## src/rtl/ldtu_frame_checker.sv

```systemverilog


// CRC-12 (x^12+x^11+x^3+x^2+x+1) over one word, MSB first; output forced to 0 while reset is low.
module CRC_calc #(
  parameter int unsigned Nbits_32 = 32,
  parameter int unsigned crcBits  = 12
) (
  input  logic                reset,
  input  logic [Nbits_32-1:0] data,
  input  logic [crcBits-1:0]  crc,
  output logic [crcBits-1:0]  newcrc
);

  localparam logic [crcBits-1:0] Poly = crcBits'(12'h80F);

  logic [crcBits-1:0]  c;
  logic [Nbits_32-1:0] d;

  always_comb begin
    c = crc;
    d = data;
    for (int i = 0; i < int'(Nbits_32); i++) begin
      if (c[crcBits-1] ^ d[Nbits_32-1]) c = (c << 1) ^ Poly;
      else                              c = c << 1;
      d = d << 1;
    end
    newcrc = reset ? c : '0;
  end

endmodule

```

## config.mk

```make
export PLATFORM = sky130hd
export DESIGN_NAME = CRC_calc
export DESIGN_NICKNAME = d
export VERILOG_FILES = /design/src/rtl/ldtu_frame_checker.sv
export SDC_FILE = /design/constraint.sdc
export NUM_CORES = 1
export LEC_CHECK = 0
export BUFFER_PORTS_ARGS = -buffer_cell sky130_fd_sc_hd__buf_2
export CAP_MARGIN = 20
export CORE_MARGIN = 3
export CORE_UTILIZATION = 47
export DETAILED_ROUTE_END_ITERATION = 16
export PLACE_DENSITY = 0.84
export SETUP_SLACK_MARGIN = 0.05
export SYNTH_ARGS = -nofsm -noshare
export SYNTH_HDL_FRONTEND = slang
export SYNTH_SLANG_ARGS = --single-unit
```

## constraint.sdc

```tcl
create_clock -name vclk -period 4.1
set_input_delay 1.025 -clock vclk [all_inputs]
set_output_delay 1.025 -clock vclk [all_outputs]
set_load 0.01 [all_outputs]
```

Yosys cells after proc, flatten, opt, wreduce, memory -nomap -nowiden. Index checks and enable logic that the tools add are counted.

Flip-flop bits (word level): 0. Word-level logic and storage cells: 97.

Muxes and demuxes: 33. Bitwise logic cells: 64.

Operator list (number): 2-to-1 mux 12 bit (33); inverter 5 bit (32); XOR 1 bit (32).

Logic depth before layout (Yosys ltp).
Depth after elaboration: 65. Mapped depth: 6. Depth with buffers taken out: 6.

Worst setup path after synthesis. OpenSTA, ideal clock, no wires.

Path kind: input -> output. Start point: input crc[3]. End point: output newcrc[0]. Arrival time: 2.870 ns. Path slack: 0.205 ns. Cell stages on the path: 6. Cells stage by stage: xnor2_2 xnor3_2 xnor3_2 xnor2_2 xnor3_1 nor2b_1.

Word-level cells in the longest chain between the ends: 58.

Ends and longest elaborated chain: start, declared (line 10) `input logic [crcBits-1:0] crc,`; 2-to-1 mux 12 bit * (7 in a row) (line 23) `if (c[crcBits-1] ^ d[Nbits_32-1]) c = (c << 1) ^ Poly;`; inverter 5 bit (no line); 2-to-1 mux 12 bit * (line 23); XOR 1 bit * (line 23); 2-to-1 mux 12 bit * (line 23); XOR 1 bit (line 23); 2-to-1 mux 12 bit * (line 23); XOR 1 bit (line 23); [36 not listed]; 2-to-1 mux 12 bit * (line 23); XOR 1 bit (line 23); 2-to-1 mux 12 bit * (line 23); XOR 1 bit (line 23); 2-to-1 mux 12 bit * (line 23); XOR 1 bit * (line 23); 2-to-1 mux 12 bit * (line 23); 2-to-1 mux 12 bit * (line 27) `newcrc = reset ? c : '0;`; end, declared (line 11) `output logic [crcBits-1:0] newcrc`.

Mark *: on every way between the ends. The rest lies on a longest branch, timed or not.

Worst setup path in the final report.
Start point: input crc[5]. End point: output newcrc[2].

Word-level cells in the longest chain between the ends: 60.

Ends and longest elaborated chain (line): 2-to-1 mux 12 bit * (5 in a row) (23); inverter 5 bit (no line); 2-to-1 mux 12 bit * (23); XOR 1 bit * (23); 2-to-1 mux 12 bit * (23); XOR 1 bit (23); 2-to-1 mux 12 bit * (23); XOR 1 bit (23); [40 not listed]; 2-to-1 mux 12 bit * (23); XOR 1 bit (23); 2-to-1 mux 12 bit * (23); XOR 1 bit / inverter 5 bit (equally long branches); 2-to-1 mux 12 bit * (23); XOR 1 bit / inverter 5 bit (equally long branches); 2-to-1 mux 12 bit * (23); 2-to-1 mux 12 bit * (27).

Marks and branches as above.

==> results.tsv <==
metric	value	unit
Slew Limit Fails	0	
total gr overflow	0	
Final Setup Violations	0	
antenna cell count	0	
number of global-route vias before repair	771	
type of origin of the critical path	input port	
Die Y	52.2	um
CP peak stage delay	0.45	ns
WP data arrival	2.98	ns
worst setup margin	0.0934	ns
Reg area	0	sq um
design area	1420	sq um
Commonest cells post-synth	xnor2_1 (43), xor2_1 (12), xnor3_1 (10)	
antenna violation net count after detailed routing	0	
HP Class	input port to primary output	
Worst Path Required	3.07	ns
fmax	250	MHz
Max Cap Viol	0	
DRT Pass-1 Iters	2	
clock buffers	0	
synthesized area per cell	11.2	sq um
Fill cells	157	
Via density	4.34	
Via Count	773	
Power Density	560	nW/um^2
quantity of hold-fixing buffers added after cts	0	
RePlAce Congestion	0.761	
critical path endpoint category	primary output	
Worst slew margin	70.2	%
Post-Syn Nets	134	
hold_sp	reset	
mapped cell area	1000	sq um
most frequent cell after synthesis	xnor2_1	
placed inst area	1350	sq um
Lkg Pwr	0.730	nW
post-DR wirelength/cell	12.5	um
Gate Count Post-Synth	89	
# IOs	57	
layout cells sized above 1	54.3	%
Endpoint, Worst Hold	newcrc[11]	
RSZ-0062 raised after global routing	true	
largest net degree at the start of global routing	13	
antenna violations before repair	0	
Worst path slowest cell	xnor3_2	
IO buf count	57	
Worst Tran Pin Value	0.446	ns
Syn. warnings	0	
Yosys cell types	10	
Final Cycle Share	97.7	%
Synth area leaders	xnor2_1 (38%), xnor3_1 (23%), xnor2_2 (11%)	
CP startpoint	crc[5]	
minimum clock period	4.01	ns
Seq/Total Area, Yosys	0	%
Area Overhead vs Synth	41.7	%
final core occ	71.6	%
maximum vdd ir drop	0.880	mV
residual DRC count	0	
# rows	16	
CP Class	input port to primary output	
Iter 0 DRT Violations	8	
dpl hpwl	1970	um
setup TNS	0	ns
hold path depth	3	
Core ar.	1980	sq um
final wirelength	2230	um
die area	2720	sq um
width of the die	52.2	um
Total GRT Usage	15.6	%
Starting Density	50.5	%
pre-CTS WS	0.00439	ns
Final Hold Viols	0	
cell chain of the critical path	buf_2 -> xnor2_4 -> xnor3_2 -> xnor3_2 -> xnor2_2 -> xnor3_1 -> nor2b_1 -> buf_2	
status	finished clean	
Final Net Count	198	
Synth top area share	37.6	%
seq_cells	0	
Multi-input gate area	1050	sq um
Synth area leader	xnor2_1	
Crit Path Max Fanout	3	
first-pass GRT wire length	3220	um
-- layout by cell type (no fill, tap or decap) --
master | synthesis | routed
xor2_4 | 1 | 1
xnor2_4 | 0 | 1
and2_1 | 7 | 7
xor2_1 | 12 | 11
xnor2_2 | 7 | 11
buf_4 | 0 | 6
xor2_2 | 0 | 1
xnor3_1 | 10 | 9
buf_2 | 0 | 57
and2b_2 | 1 | 1
xnor3_2 | 3 | 4
xnor2_1 | 43 | 38
nor2b_1 | 4 | 4
-- worst max-delay path, delay by kind of cell --
| family | cells | cell delay (ns) |
|---|---|---|
| simple gates | 1 | 0.14 |
| xor+xnor | 5 | 1.54 |
| buf+inv | 2 | 0.27 |
-- repair_timing --
action                                  4_1_cts  5_1_grt
cloned                                        0        0
endpoints found under the setup margin        2        3
pin swaps                                     3        2
gates resized for setup                       2        6
buffers inserted                              0        1
-- worst max-delay path by stage --
stage / end / slack [ns] / cells past startpoint
after floorplan: newcrc[0] / 0.21 / 6
after global placement: newcrc[11] / 0.09 / 8
after detailed placement: newcrc[2] / 0.004 / 8
after CTS: newcrc[2] / 0.06 / 8
after global routing: newcrc[2] / 0.01 / 8
final: newcrc[2] / 0.09 / 8
-- metal layers --
| layer | up-vias | track usage (%) | share of wire (%) |
|---|---|---|---|
| met2 | 26 | 33.3 | 58 |
| li1 | 405 | - | - |
| met3 | 2 | 0.573 | 5.1 |
| met4 | 0 | 0 | 0.94 |
| met5 | - | 0 | 0 |
| met1 | 340 | 17.7 | 36 |
-- per-stage QoR --
stage	hold WS (ns)	power, mW	std cells
6_report	2.47	0.794	178
5_1_grt	2.51	0.857	178
4_1_cts	2.48	0.781	177
3_5_place_dp	2.47	0.777	177
3_3_place_gp	2.47	0.759	177
2_1_floorplan	2.19	0.605	89
-- cell type report --
type | instances | share of cell area [%]
multi-input combinational | 88 | 74.3
tap | 27 | 2.38
timing repair buffer | 63 | 23.3
-- report_power, final --
group | switching [mW] | total, mW | leakage [nW] | internal [mW]
registers | 0 | 0 | 0 | 0
clock network | 0 | 0 | 0 | 0
logic | 0.314 | 0.794 | 0.730 | 0.480
-- cells by family (layout without fill, tap and decap cells) --
group | count (synthesis) | after routing | share of synthesized area [%]
buffers and inverters | 1 | 63 | 0.375
XOR/XNOR | 76 | 76 | 91.9
AND/OR/NAND/NOR | 12 | 12 | 7.75
No activity file was read; power rests on OpenSTA's default activity.
